===== src/rtl/data_in_controller.sv =====
// Streams LENGTH consecutive words from a single-port BRAM onto a valid/ready port.
// Reads are credit-limited so the output FIFO can absorb every in-flight word under backpressure.
module data_in_controller #(
    parameter int DATA_W     = 24,
    parameter int ADDR_W     = 13,
    parameter int RD_LAT     = 1,
    parameter int FIFO_DEPTH = 4
) (
    input  logic              clk,
    input  logic              rst_n,
    input  logic              start,
    input  logic [ADDR_W-1:0] base_addr,
    input  logic [ADDR_W-1:0] length,
    output logic              busy,
    output logic              done,
    output logic              mem_ena,
    output logic [ADDR_W-1:0] mem_addr,
    input  logic [DATA_W-1:0] mem_dout,
    output logic [DATA_W-1:0] out_data,
    output logic              out_valid,
    input  logic              out_ready
);
    localparam int CNT_W = $clog2(FIFO_DEPTH + 1) + 1;
    localparam int PTR_W = $clog2(FIFO_DEPTH);
    localparam logic [CNT_W-1:0] DEPTH_C = CNT_W'(FIFO_DEPTH);

    typedef enum logic [1:0] {IDLE, READ, DRAIN, FIN} state_t;

    state_t              state_reg;
    logic [ADDR_W-1:0]   base_reg;
    logic [ADDR_W-1:0]   len_reg;
    logic [ADDR_W-1:0]   addr_hold_reg;
    logic [ADDR_W:0]     issued_reg;
    logic [ADDR_W:0]     accepted_reg;
    logic                busy_reg;
    logic                done_reg;
    logic [RD_LAT-1:0]   pipe_reg;
    logic [RD_LAT-1:0]   pipe_next;
    logic [CNT_W-1:0]    fifo_count_reg;
    logic [CNT_W-1:0]    inflight_reg;
    logic [PTR_W-1:0]    wr_ptr_reg;
    logic [PTR_W-1:0]    rd_ptr_reg;
    logic [DATA_W-1:0]   fifo_mem [FIFO_DEPTH];
    logic [ADDR_W:0]     len_ext;
    logic                issue;
    logic                push;
    logic                pop;

    function automatic logic [PTR_W-1:0] ptr_inc(input logic [PTR_W-1:0] p);
        return (p == PTR_W'(FIFO_DEPTH - 1)) ? '0 : p + 1'b1;
    endfunction

    assign len_ext   = {1'b0, len_reg};
    // Credit counts words buffered plus words still in the BRAM pipeline
    assign issue     = (state_reg == READ) && (issued_reg < len_ext)
                       && ((fifo_count_reg + inflight_reg) < DEPTH_C);
    assign push      = pipe_reg[RD_LAT-1];
    assign pop       = out_valid && out_ready;

    assign mem_ena   = issue;
    assign mem_addr  = issue ? (base_reg + issued_reg[ADDR_W-1:0]) : addr_hold_reg;
    assign out_valid = (fifo_count_reg != '0);
    assign out_data  = fifo_mem[rd_ptr_reg];
    assign busy      = busy_reg;
    assign done      = done_reg;

    assign pipe_next[0] = issue;
    for (genvar gi = 1; gi < RD_LAT; gi++) begin : g_pipe
        assign pipe_next[gi] = pipe_reg[gi-1];
    end

    always_ff @(posedge clk) begin
        if (!rst_n) begin
            state_reg     <= IDLE;
            base_reg      <= '0;
            len_reg       <= '0;
            addr_hold_reg <= '0;
            issued_reg    <= '0;
            accepted_reg  <= '0;
            busy_reg      <= 1'b0;
            done_reg      <= 1'b0;
        end else begin
            done_reg <= 1'b0;
            if (pop) accepted_reg <= accepted_reg + 1'b1;
            if (issue) addr_hold_reg <= mem_addr;
            case (state_reg)
                IDLE: begin
                    if (start) begin
                        base_reg     <= base_addr;
                        len_reg      <= length;
                        issued_reg   <= '0;
                        accepted_reg <= '0;
                        busy_reg     <= 1'b1;
                        state_reg    <= READ;
                    end
                end
                READ: begin
                    // Zero length is resolved once the latched length is visible
                    if (len_reg == '0) begin
                        busy_reg  <= 1'b0;
                        done_reg  <= 1'b1;
                        state_reg <= FIN;
                    end else if (issue) begin
                        issued_reg <= issued_reg + 1'b1;
                        if (issued_reg + 1'b1 == len_ext) state_reg <= DRAIN;
                    end
                end
                DRAIN: begin
                    if (pop && (accepted_reg + 1'b1 == len_ext)) begin
                        busy_reg  <= 1'b0;
                        done_reg  <= 1'b1;
                        state_reg <= FIN;
                    end
                end
                FIN: state_reg <= IDLE;
                default: state_reg <= IDLE;
            endcase
        end
    end

    always_ff @(posedge clk) begin
        if (!rst_n) begin
            pipe_reg       <= '0;
            wr_ptr_reg     <= '0;
            rd_ptr_reg     <= '0;
            fifo_count_reg <= '0;
            inflight_reg   <= '0;
            for (int i = 0; i < FIFO_DEPTH; i++) fifo_mem[i] <= '0;
        end else begin
            pipe_reg       <= pipe_next;
            fifo_count_reg <= fifo_count_reg + CNT_W'(push) - CNT_W'(pop);
            inflight_reg   <= inflight_reg + CNT_W'(issue) - CNT_W'(push);
            if (push) begin
                fifo_mem[wr_ptr_reg] <= mem_dout;
                wr_ptr_reg           <= ptr_inc(wr_ptr_reg);
            end
            if (pop) rd_ptr_reg <= ptr_inc(rd_ptr_reg);
        end
    end

    always_ff @(posedge clk) begin
        if (rst_n) begin
            assert (FIFO_DEPTH >= RD_LAT + 2);
            assert (!(push && !pop && fifo_count_reg == DEPTH_C));
        end
    end
endmodule

===== config.mk =====
export PLATFORM = sky130hd
export DESIGN_NAME = data_in_controller
export DESIGN_NICKNAME = d
export VERILOG_FILES = /design/src/rtl/data_in_controller.sv
export SDC_FILE = /design/constraint.sdc
export NUM_CORES = 1
export LEC_CHECK = 0
export ABC_CLOCK_PERIOD_IN_PS = 7400
export BUFFER_PORTS_ARGS = -buffer_cell sky130_fd_sc_hd__buf_2
export CAP_MARGIN = 20
export CORE_ASPECT_RATIO = 0.75
export CORE_MARGIN = 3
export CORE_UTILIZATION = 65
export CTS_BUF_LIST = sky130_fd_sc_hd__clkbuf_8
export DETAILED_ROUTE_END_ITERATION = 7
export GPL_TIMING_DRIVEN = 0
export PLACE_DENSITY = 0.95
export SLEW_MARGIN = 20
export SYNTH_ARGS = -nofsm -noshare
export SYNTH_HDL_FRONTEND = slang
export SYNTH_SLANG_ARGS = --single-unit

===== constraint.sdc =====
create_clock -name clk -period 7.4 [get_ports clk]
set_input_delay 0.37 -clock clk [delete_from_list [all_inputs] [get_ports clk]]
set_output_delay 0.37 -clock clk [all_outputs]
set_load 0.02 [all_outputs]

# After elaboration in Yosys (flattened, before gate mapping)
# Memories as Yosys holds them, arrays and structs flattened. A register that Yosys moved wholly into a read port is not among the register bits.
# Cells that the tools add are included.
dict set report totals {
  regBits 84
  ram_bits 96
  inputBits 54
  mem_count 1
}
# name depth word_bits rd rd_clocked_by_memory_dff wr line
set memory_table {}
lappend memory_table {fifo_mem 4 24 1 1 4 43} ;# logic [DATA_W-1:0] fifo_mem [FIFO_DEPTH];
dict set report op_classes {
  add_sub_neg 10
  magnitude_cmp 2
  eq_ne 14
  mux 32
  reduce_logical 14
}
# operator count
set ops {}
lappend ops {{2-to-1 mux 14 bit} 6}
lappend ops {{adder 14 x 1 -> 14 bit (second input constant)} 2}
lappend ops {{equality test 14 x 13 -> 1 bit} 2}
lappend ops {{case mux 14 bit (2 select lines)} 1}
lappend ops {{2-to-1 mux 24 bit} 1}
lappend ops {{OR reduction 24 bit} 1}
lappend ops {{2-to-1 mux 2 bit} 10}
lappend ops {{< comparator 14 x 13 -> 1 bit} 1}
lappend ops {{adder 13 bit} 1}
lappend ops {{logical NOT 13 bit} 1}
lappend ops {{2-to-1 mux 13 bit} 1}
lappend ops {{AND reduction 4 bit} 3}
lappend ops {{2-to-1 mux 1 bit} 10}
lappend ops {{adder 4 x 1 -> 4 bit} 2}
lappend ops {{equality test 2 bit (second input constant)} 4}
lappend ops {{inequality test 2 bit (second input constant)} 4}
lappend ops {{case mux 2 bit (4 select lines)} 1}
lappend ops {{subtractor 4 x 1 -> 4 bit} 2}
lappend ops {{adder 2 x 1 -> 2 bit (second input constant)} 2}
lappend ops {{adder 4 bit} 1}
lappend ops {{logical AND 1 bit} 4}
lappend ops {{< comparator 4 x 3 -> 1 bit (second input constant)} 1}
lappend ops {{nonzero test 4 bit} 1}
lappend ops {{inequality test 3 x 1 -> 1 bit (second input constant)} 1}
lappend ops {{other kinds (9)} 9}

# Logic depth before layout (Yosys ltp)
# Gate-level depths: netlist of the first run.
dict set report logic_depth {
  word_depth 6
  depth_mapped 14
  mapped_depth_nobuf 12
}

# Worst setup path before layout of the first run
# OpenSTA, ideal clock, no wires.
dict set report synth_path {
  kind {register to register}
  start {register len_reg[3]}
  end {register inflight_reg[1]}
  setup_ps 67
  t_arrival_ps 2794
  t_required_ps 7333
  slack_ps 4539
  path_stages_with_launch 14
  n_path_buf 2
  synth_period_minus_slack_ps 2861
  path_cell_list {dfxtp_1 clkbuf_1 inv_1 ha_1 o21ai_0 a21oi_1 o21ai_1 a2111oi_4 nor2_8 buf_6 ha_1 inv_1 fa_1 nor2_1}
}
dict set report synth_via {
  elab_chain_cells 5
}
# element line
set synth_rtl {}
lappend synth_rtl {{start, declared} 31} ;# logic [ADDR_W-1:0] len_reg;
lappend synth_rtl {{start signal, assigned} 90} ;# len_reg <= length;
lappend synth_rtl {{< comparator 14 x 13 -> 1 bit} 55} ;# assign issue = (state_reg == READ) && (issued_reg < len_ext)
lappend synth_rtl {{logical AND 1 bit} 55}
lappend synth_rtl {{logical AND 1 bit} 56} ;# && ((fifo_count_reg + inflight_reg) < DEPTH_C);
lappend synth_rtl {{named net mem_ena} 16} ;# output logic mem_ena,
lappend synth_rtl {{adder 4 x 1 -> 4 bit} 132} ;# inflight_reg <= inflight_reg + CNT_W'(issue) - CNT_W'(push);
lappend synth_rtl {{subtractor 4 x 1 -> 4 bit} 132}
lappend synth_rtl {{end signal, assigned} 132}
lappend synth_rtl {{end, declared} 40} ;# logic [CNT_W-1:0] inflight_reg;
# The timed path passes the listed nets, and every way through them passes these cells.
# A chain may end at the register's enable or synchronous reset.

# Worst setup path after layout of the first run
dict set report layout_path {
  start {register len_reg[2]}
  end {output port mem_addr[0]}
}
dict set report layout_via {
  elab_chain_cells 4
}
# element line
set layout_rtl {}
lappend layout_rtl {{< comparator 14 x 13 -> 1 bit} 55}
lappend layout_rtl {{logical AND 1 bit} 55}
lappend layout_rtl {{logical AND 1 bit} 56}
lappend layout_rtl {{2-to-1 mux 13 bit} 61} ;# assign mem_addr = issue ? (base_reg + issued_reg[ADDR_W-1:0]) : addr_hold_reg;
lappend layout_rtl {{end, declared} 17} ;# output logic [ADDR_W-1:0] mem_addr,
# Every way passes these cells.

==> summary.md, run 1 <==
| Metric | Value |
|---|---|
| Status | finished clean |
| Root Driver | clkbuf_8 |
| Post-layout min period | 4.02 ns |
| Period utilisation layout | 0.543 |
| Final Routed Wirelength | 25500 µm |
| Hold slack | 0.118 ns |
| Ys flop type | edfxtp_1 |
| VDD IR max | 149 µV |
| Pins Over Slew Limit | 0 |
| DRT iter0 DRCs | 1230 |
| FF+latch count, synth | 182 |
| Worst Hold Class | in -> reg |
| Max reg flops | 96 |
| # clock sinks | 182 |
| Rel. slew slack | 0.363 |
| Area after DPL | 10600 µm² |
| Clock-pin slew of the registers on the worst-case setup and hold paths | 0.10 ns |
| Share of layout cells above drive strength 1 | 0.178 |
| Post-synth EDFFs | 96 |
| Drt pass-1 iters | 6 |
| CP max stage cell | a2111oi_4 |
| Clk buf depth | 2 |
| Post-DR vias/cell | 6.31 |
| Number of global-route vias before repair | 8061 |
| Post-DP HPWL | 17600 µm |
| Crit-path max FO | 11 |
| Total power | 2.97 mW |
| Total of fill cells in the finished design | 928 |
| Post-CTS sizing | 0 |
| Syn_nets | 1061 |
| All-Layer GR Usage | 0.315 |
| Worst Hold Launch | length[0] |
| Worst R2R Start | len_reg[2] |
| Core Box Area | 14600 µm² |
| Worst Path Class, Setup | reg -> out |
| Skew-Pair Late Insertion Delay | 0.48 ns |
| Fin util | 0.750 |
| Final clock skew | 0.0174 ns |
| DRC violations left | 0 |
| Via count | 8109 |
| Total grt overflow | 0 |
| H-tree depth | 4 |
| Final WS setup | 3.38 ns |
| Initial Util | 0.672 |
| Global-route wire length before repair | 41300 µm |
| Antenna fix cells | 0 |
| Syn Inst Count | 960 |
| Worst hold path depth | 3 |
| Routability cong. | 0.944 |
| Fin area | 11000 µm² |
| Fmax achieved | 249 MHz |
| Die Span Y | 113 µm |
| Initial antenna violation count | 0 |
| Average cell area after synthesis | 10.2 µm² |
| Post-CTS Setup Bufs | 0 |
| Die area | 16700 µm² |
| Leak | 4.37 nW |
| Largest net degree at the start of global routing | 25 |
| Cell total after placement | 1254 |
| Post-route ant nets | 0 |
| Reg-to-reg critical path endpoint | inflight_reg[1] |
| Power per cell area | 271 nW/µm² |
| Setup crit start kind | flop |
| Reg2reg setup slack | 3.75 ns |
| Synth unique cells | 76 |
| CP max stage delay | 0.90 ns |
| IO Count | 95 |
| WL/cell | 19.8 µm |
| Post-Layout Cell Count | 1286 |
| FF-to-FF path depth | 13 |
| Req. time, crit path | 7.03 ns |
| NumNets Final | 1174 |
| Setup WS pre-CTS | 3.93 ns |
| Worst Max-Slew Pin Slew | 0.953 ns |
| TritonCTS Buffers | 17 |
| Final Hold Viols | 0 |
| WHS Endpoint | len_reg[0] |
| Post-Syn Area | 9840 µm² |
| Largest cells by area after synthesis | edfxtp_1 (29%), dfxtp_1 (17%), and2_1 (5.6%), ha_1 (5.6%), mux4_2 (5.5%) |
| Final setup TNS | 0 ns |
| Final Setup Violations | 0 |
| Cells along the critical path | clkbuf_1 -> inv_1 -> ha_1 -> o21ai_0 -> a21oi_1 -> o21ai_1 -> a2111oi_4 -> nor2_8 -> buf_6 -> mux2_4 -> buf_2 |
| Cell row count | 38 |
| Buffers added on ports | 94 |
| Die width | 148 µm |
| Max Cap Viol | 0 |
| Worst Path Arrival | 3.65 ns |
| Leading area contributor after synthesis | edfxtp_1 |
| RSZ-0062 raised after global routing | false |
| YS warnings | 0 |
| Synth-to-layout area growth | 11.6% |
| Asr flop ratio synth | 0 |
| CTS tree | built |
| Critical path capture point type | output port |
| Top cell type's share of synthesized area | 0.293 |
| Post-synthesis sequential area ratio | 0.468 |
| CTS Hold Buffers Added | 0 |
-- cells by family (layout without fill, tap and decap cells) --
logic type	Yosys count	count (layout)	share of synthesized area
mux	35	35	0.0674
fa+ha+maj	47	47	0.0621
buf+inv	103	229	0.0448
xor+xnor	48	48	0.0427
compound gates	168	168	0.109
flops	182	182	0.468
simple gates	377	377	0.206
-- worst max-delay path by stage --
stage	startpoint	to	slack [ns]	cells past startpoint
finish	len_reg[2]	mem_addr[0]	3.38	11
global route	len_reg[2]	mem_addr[1]	3.24	11
CTS	len_reg[3]	mem_addr[0]	3.45	11
detailed placement	len_reg[3]	inflight_reg[3]	3.93	14
global placement	len_reg[3]	mem_addr[0]	4.03	11
floorplan	len_reg[3]	inflight_reg[1]	4.54	13
-- cell usage after synthesis, drive strengths merged, types with 8 or more instances --
cell,count
inv,42
or3,9
nand2,82
xnor2,26
and2,89
nand3,25
xor2,22
nor4,10
a21oi,70
and3,32
mux4,24
buf,25
nor3,20
ha,44
nand4,10
clkbuf,35
nand2b,8
nor2,59
o21ai,37
dfxtp,86
edfxtp,96
-- per-layer routing --
layer / vias to the layer above / routed length [µm] / GRT usage
li1: 3667 / - / -
met1: 3790 / 10100 / 0.424
met2: 544 / 11700 / 0.499
met3: 108 / 2730 / 0.0626
met4: 0 / 961 / 0.148
met5: - / 0 / 0
-- final cells by class --
cell class	instances	area (µm²)	share of cell area
Multi-Input combinational cell	675	4800	0.437
Sequential cell	182	4600	0.419
Timing Repair Buffer	94	470	0.0428
Buffer	60	279	0.0254
Tap cell	200	250	0.0228
Clock buffer	17	234	0.0213
Clock inverter	15	179	0.0163
Inverter	43	161	0.0147
-- where the power goes --
| group | internal, mW | switching [mW] |
|---|---|---|
| clock | 0.335 | 0.372 |
| combinational | 0.389 | 0.638 |
| sequential | 1.16 | 0.0733 |
-- critical path: cells and delay by family (launching register included) --
kind / cells / cell delay, ns
compound gates: 4 / 1.23
fa+ha+maj: 1 / 0.29
buf+inv: 4 / 0.87
flops: 1 / 0.33
mux: 1 / 0.32
simple gates: 1 / 0.13
-- cells in the final DEF (no fill, tap or decap), drive strengths merged, types with 22 or more instances in the layout --
| master | instances |
|---|---|
| ha | 44 |
| buf | 119 |
| and3 | 32 |
| edfxtp | 96 |
| xor2 | 22 |
| a21oi | 70 |
| o21ai | 37 |
| nand3 | 25 |
| clkbuf | 52 |
| mux4 | 24 |
| nand2 | 82 |
| nor2 | 59 |
| dfxtp | 86 |
| and2 | 89 |
| inv | 46 |
| xnor2 | 26 |
(Power assumes the default switching activity.)
==> run 2, diff against run 1 <==
--- a/config.mk
+++ b/config.mk
@@ -5,12 +5,12 @@
 export SDC_FILE = /design/constraint.sdc
 export NUM_CORES = 1
 export LEC_CHECK = 0
-export ABC_CLOCK_PERIOD_IN_PS = 7400
+export ABC_CLOCK_PERIOD_IN_PS = 3700
 export BUFFER_PORTS_ARGS = -buffer_cell sky130_fd_sc_hd__buf_2
 export CAP_MARGIN = 20
 export CORE_ASPECT_RATIO = 0.75
 export CORE_MARGIN = 3
-export CORE_UTILIZATION = 65
+export CORE_UTILIZATION = 62
 export CTS_BUF_LIST = sky130_fd_sc_hd__clkbuf_8
 export DETAILED_ROUTE_END_ITERATION = 7
 export GPL_TIMING_DRIVEN = 0
==> constraint.sdc (replaced) <==
create_clock -name clk -period 3.7 [get_ports clk]
set_input_delay 0.185 -clock clk [delete_from_list [all_inputs] [get_ports clk]]
set_output_delay 0.185 -clock clk [all_outputs]
set_load 0.02 [all_outputs]
==> run 2 against run 1 <==
Against the previous run: final area rose by 2.0%; sequential power grew 100%; setup slack got worse by 3.3 ns; count of clock-buffer cells in the layout did not move; global-route usage about the same; clock power grew 81%; total power rose by 96%; clock skew down 0.0048 ns; utilization down 2.1 points; worst hold slack worse by 0.099 ns; die area grew 4.6%.
==> summary.md, run 2 (same netlist as run 1, synthesis figures left out) <==
| Metric | Value |
|---|---|
| Status | finished clean |
| DRC violations left | 0 (unchanged) |
| IO Count | 95 (unchanged) |
| RSZ-0062 raised after global routing | false |
| Share of layout cells above drive strength 1 | 0.177 (-0.00114) |
| Largest net degree at the start of global routing | 25 (unchanged) |
| Final setup TNS | 0 ns (unchanged) |
| Final Routed Wirelength | 26200 µm (+2.8%) |
| Via count | 8230 (+1.5%) |
| Buffers added on ports | 94 (unchanged) |
| Die area | 17400 µm² (+4.6%) |
| # clock sinks | 182 (unchanged) |
| Area after DPL | 10600 µm² (about the same) |
| Number of global-route vias before repair | 8127 (+0.82%) |
| Total power | 5.83 mW (+96%) |
| Post-route ant nets | 0 (unchanged) |
| Hold slack | 0.0190 ns (-0.0993 ns) |
| Antenna fix cells | 0 (unchanged) |
| Synth-to-layout area growth | 13.8% |
| CP max stage delay | 0.59 ns (-0.31 ns) |
| Cell row count | 39 (+2.6%) |
| All-Layer GR Usage | 0.315 (about the same) |
| Critical Path Most Common Cell | buf_6 |
| Worst Path Arrival | 3.42 ns (-0.23 ns) |
| Cells along the critical path | inv_1 -> ha_1 -> nand4_1 -> a21oi_1 -> or3b_1 -> buf_6 -> nor2_8 -> buf_6 -> nand2_1 -> o211ai_1 -> buf_2 |
| CP max stage cell | dfxtp_1 |
| Worst hold path depth | 2 (-1) |
| H-tree depth | 4 (unchanged) |
| DRT iter0 DRCs | 982 (-20%) |
| Max Cap Viol | 0 (unchanged) |
| Rel. slew slack | 0.349 (-0.0143) |
| Worst Path Class, Setup | reg -> out |
| NumNets Final | 1198 (+2.0%) |
| Max reg flops | 96 (unchanged) |
| Setup crit start kind | flop |
| Leak | 4.47 nW (+2.3%) |
| CP Buf/Inv Count | 4 (unchanged) |
| Req. time, crit path | 3.51 ns (-3.52 ns) |
| Die width | 151 µm (+2.3%) |
| Fmax achieved | 277 MHz |
| VDD IR max | 320 µV (+110%) |
| Skew-Pair Late Insertion Delay | 0.48 ns (about the same) |
| Initial antenna violation count | 1 (+1) |
| Total grt overflow | 0 (unchanged) |
| Power per cell area | 521 nW/µm² (+93%) |
| Clock-pin slew of the registers on the worst-case setup and hold paths | 0.10 ns (about the same) |
| CTS tree | built |
| Most common cell after layout, fill and taps aside | buf_2 |
| Initial Util | 0.640 (-0.0318) |
| Core Box Area | 15400 µm² (+5.0%) |
| Post-DP HPWL | 17900 µm (+1.6%) |
| CP delay by family, top | simple AND/OR/NAND/NOR gates |
| Global-route wire length before repair | 42200 µm (+2.0%) |
| Clk buf depth | 2 (unchanged) |
| Routability cong. | 0.987 (+4.6%) |
| Critical path capture point type | output port |
| Final Hold Viols | 0 (unchanged) |
| Most frequent cells in the layout | buf_2 (106), edfxtp_1 (96), and2_1 (88) |
| Post-layout min period | 3.61 ns |
| Worst Hold Class | in -> reg |
| TritonCTS Buffers | 17 (unchanged) |
| WP depth | 11 (unchanged) |
| Root Driver | clkbuf_8 |
| Drt pass-1 iters | 7 (+1) |
| Period utilisation layout | 0.975 |
| Die Span Y | 115 µm (+2.3%) |
| Pins Over Slew Limit | 0 (unchanged) |
| WL/cell | 20.0 µm (+0.56%) |
| Met1 Resource Use GR | 0.410 (-0.0143) |
| Worst Max-Slew Pin Slew | 0.974 ns (+0.0214 ns) |
| Final Setup Violations | 0 (unchanged) |
| Post-DR vias/cell | 6.26 (-0.75%) |
| FF-to-FF path depth | 13 (unchanged) |
| Fin area | 11200 µm² (+2.0%) |
| Crit-path max FO | 11 (unchanged) |
| Final clock skew | 0.0126 ns (-0.00481 ns) |
| Met2 GRT Util | 0.506 (+0.00684) |
| Met3 Use GR | 0.0831 (+0.0206) |
| GRT Max-Usage Layer | met2 |
==> run 2: timing repair <==
action,4_1_cts,5_1_grt
resized for setup,0,1
buffers inserted,3,0
endpoints found under the setup margin,3,7
pin swaps,1,0
hold buffers,25,0
endpoints found under the hold margin,25,0
cloned,0,0
==> run 2: worst reg2reg max path: cells and delay by family, from the launching register on <==
kind                     cells  cell delay (ns)
XOR/XNOR                     1             0.15
AND/OR/NAND/NOR              4             0.85
flip-flops                   1             0.59
adder cells (fa/ha/maj)      3             0.89
buffers and inverters        4             0.51
AO/OA/AOI/OAI                1             0.13
==> run 2: where the power goes <==
part	leakage (nW)	total, mW	internal (mW)	switching [mW]
Clock	0.187	1.28	0.534	0.744
Sequential	1.69	2.49	2.33	0.169
Combinational	2.59	2.06	0.809	1.25
Total	4.47	5.83	3.67	2.17
==> run 2: area by class of cell <==
class	count	area, µm²
sequential	182	4610
clock inverter	15	130
tap	205	256
timing repair buffer	122	743
fill	1001	4170
buffer	56	264
multi-input combinational	675	4800
clock buffer	17	234
inverter	43	161
==> run 2: path summary, 6_finish.rpt <==
| kind | from | endpoint | slack [ns] |
|---|---|---|---|
| worst max-delay path | len_reg[11] | mem_addr[12] | 0.09 |
| worst min-delay path | mem_dout[23] | fifo_mem[2][23] | 0.02 |
| worst max register to register | len_reg[11] | inflight_reg[2] | 0.44 |
| worst min register to register | base_reg[3] | base_reg[3] | 0.47 |
==> run 2: per-layer routing <==
metal  vias to the layer above  share of wire
met5                         -        0.00050
li1                       3728              -
met1                      3922           0.39
met3                       102          0.099
met2                       476           0.47
met4                         2          0.036
==> run 2: through the flow <==
stage           util  instances  worst slack, ns
3_3_place_gp   0.687       1259            0.324
5_1_grt        0.729       1315           0.0237
6_report       0.729       1315           0.0933
3_5_place_dp   0.688       1259            0.259
2_1_floorplan      -        960            0.839
4_1_cts        0.729       1319           0.0961
==> run 3, diff against run 2 <==
--- a/config.mk
+++ b/config.mk
@@ -8,14 +8,15 @@
 export ABC_CLOCK_PERIOD_IN_PS = 3700
 export BUFFER_PORTS_ARGS = -buffer_cell sky130_fd_sc_hd__buf_2
 export CAP_MARGIN = 20
-export CORE_ASPECT_RATIO = 0.75
+export CORE_ASPECT_RATIO = 0.5
 export CORE_MARGIN = 3
 export CORE_UTILIZATION = 62
 export CTS_BUF_LIST = sky130_fd_sc_hd__clkbuf_8
 export DETAILED_ROUTE_END_ITERATION = 7
 export GPL_TIMING_DRIVEN = 0
 export PLACE_DENSITY = 0.95
-export SLEW_MARGIN = 20
+export REMOVE_ABC_BUFFERS = 1
+export SLEW_MARGIN = 10
 export SYNTH_ARGS = -nofsm -noshare
 export SYNTH_HDL_FRONTEND = slang
 export SYNTH_SLANG_ARGS = --single-unit
==> run 3 against run 2 <==
Against the previous run: final area down 0.59%; sequential share of layout area up 0.26 points; clock skew up 0.0053 ns; fmax decreased by 1.9%; utilization is 1.5 points higher; flip-flop and latch count is the same; die area grew 0.44%; routed wire length shrank 5.7%; first-iteration DRC count decreased by 9.9%; final cell count fell by 4.0%; critical endpoint is now mem_addr[0].
==> summary.md, run 3 (same netlist as run 1, synthesis figures left out) <==
| Metric | Value |
|---|---|
| Routability cong. | 0.867 (-12%) |
| CTS tree | built |
| IO Count | 95 (unchanged) |
| Sw Pwr | 2.22 mW (+2.4%) |
| DRT iter0 DRCs | 885 (-9.9%) |
| Crit-path max FO | 14 (+3) |
| Post-route ant nets | 0 (unchanged) |
| Die width | 184 µm (+22%) |
| Final Setup Violations | 0 (unchanged) |
| Multi-input gate area | 4810 µm² (+0.16%) |
| H-tree depth | 4 (unchanged) |
| Cell total after placement | 1200 (-4.7%) |
| Setup crit start kind | flop |
| Share of layout cells above drive strength 1 | 0.178 (+0.00106) |
| Buffers added on ports | 94 (unchanged) |
| Root Driver | clkbuf_8 |
| Final clock skew | 0.0179 ns (+0.00533 ns) |
| Max reg flops | 96 (unchanged) |
| # clock sinks | 182 (unchanged) |
| Final Routed Wirelength | 24700 µm (-5.7%) |
| Status | finished clean |
| Setup WS pre-CTS | 0.356 ns (+0.0971 ns) |
| Sequential share of power | 0.430 (+0.002) |
| Via count | 8012 (-2.6%) |
| Worst Max-Slew Pin Slew | 1.06 ns (+0.0879 ns) |
| Synth-to-layout area growth | 13.1% |
| Power Internal | 3.64 mW (-0.73%) |
| Antenna fix cells | 0 (unchanged) |
| Clock-pin slew of the registers on the worst-case setup and hold paths | 0.11 ns (about the same) |
| Pins Over Slew Limit | 0 (unchanged) |
| DRC violations left | 0 (unchanged) |
| Die area | 17500 µm² (+0.44%) |
| Clock Power Share | 0.233 (+0.014) |
| Skew-Pair Late Insertion Delay | 0.48 ns (about the same) |
| Clk buf depth | 2 (unchanged) |
| Critical path capture point type | output port |
| Initial Util | 0.657 (+0.0171) |
| Storage cell area | 4610 µm² (about the same) |
| Worst Hold Class | in -> reg |
| Final WS setup | 0.0247 ns (-0.0687 ns) |
| Cell row count | 31 (-21%) |
| Comb pwr share | 0.337 (-0.017) |
| Fmax achieved | 272 MHz (-1.9%) |
| Period utilisation layout | 0.993 (+0.0186) |
| Largest net degree at the start of global routing | 56 (+120%) |
| Final Hold Viols | 0 (unchanged) |
| Drt pass-1 iters | 6 (-1) |
| Global-route wire length before repair | 39700 µm (-5.8%) |
| Post-DR vias/cell | 6.35 (+1.4%) |
| Rel. slew slack | 0.292 (-0.0572) |
| Number of global-route vias before repair | 7889 (-2.9%) |
| RSZ-0062 raised after global routing | false |
| All-Layer GR Usage | 0.290 (-0.0259) |
| Worst Path Class, Setup | reg -> out |
| Total grt overflow | 0 (unchanged) |
| VDD IR max | 304 µV (-4.7%) |
| Hold slack | 0.0201 ns (+0.00113 ns) |
| Post-layout min period | 3.68 ns (+0.0687 ns) |
| Leak | 4.42 nW (-1.1%) |
| Most frequent cells in the layout | edfxtp_1 (96), buf_2 (94), and2_1 (88) |
| Final setup TNS | 0 ns (unchanged) |
| Power per cell area | 526 nW/µm² (+1.0%) |
| Core Box Area | 15000 µm² (-2.6%) |
| Initial antenna violation count | 0 (-1) |
| NumNets Final | 1152 (-3.8%) |
| Worst Path Arrival | 3.49 ns (+0.07 ns) |
| Most common cell after layout, fill and taps aside | edfxtp_1 |
| Post-Layout Cell Count | 1262 (-4.0%) |
| Post-DP HPWL | 15700 µm (-12%) |
| WL/cell | 19.6 µm (-1.8%) |
| Switching Share | 0.378 (+0.00716) |
| Total of fill cells in the finished design | 915 (-8.6%) |
| Req. time, crit path | 3.51 ns (about the same) |
| Die Span Y | 95.1 µm (-17%) |
| Max Cap Viol | 0 (unchanged) |
| TritonCTS Buffers | 17 (unchanged) |
## run 3: path summary, 6_finish.rpt
kind | to | startpoint | cells past startpoint | slack [ns]
max reg2reg | inflight_reg[3] | len_reg[3] | 14 | 0.09
min | fifo_mem[2][9] | mem_dout[9] | 2 | 0.02
max | mem_addr[0] | len_reg[3] | 10 | 0.02
min reg2reg | base_reg[2] | base_reg[2] | 2 | 0.47
## run 3: metrics by stage
stage / cell area (µm²) / utilization / total power, mW
floorplan: 9560 / - / 3.81
CTS: 11100 / 0.742 / 5.78
global route: 11100 / 0.744 / 6.12
global placement: 10300 / 0.686 / 4.26
finish: 11100 / 0.744 / 5.86
detailed placement: 10400 / 0.695 / 4.39
## run 3: what timing repair did
action,CTS,global route
hold buffers,25,1
setup endpoints to repair,1,1
setup buffers,3,0
gates resized for setup,0,2
pin swaps,1,0
hold endpoints to repair,25,1
## run 3: area by class of cell
type | instances | area share
clock buffers | 17 | 0.0210
repair buffers | 132 | 0.0808
clock inverters | 15 | 0.0154
multi-input cells | 675 | 0.432
inverters | 43 | 0.0145
well taps | 198 | 0.0223
flip-flops and latches | 182 | 0.414
## run 3: metal layers
layer	track usage	wire length (µm)	vias to the layer above
met1	0.360	9860	3808
met3	0.0606	2150	118
li1	-	-	3628
met5	0	0	-
met4	0.116	882	0
met2	0.504	11900	458
## run 3: critical path, stage by stage, from the launching register on
cell	delay, ns
dfxtp_1	0.60
inv_1	0.09
ha_1	0.29
o21ai_0	0.13
a21oi_1	0.17
o21ai_1	0.16
a2111oi_4	0.89
nor2_8	0.04
buf_12	0.18
mux2_4	0.30
buf_2	0.16
## run 3: power by group through the flow
stage	Clock, mW	Sequential, mW	Combinational (mW)
finish	1.37	2.52	1.97
global route	1.45	2.54	2.13
floorplan	0	2.53	1.28
detailed placement	0	2.57	1.82
global placement	0	2.59	1.66
CTS	1.37	2.52	1.89
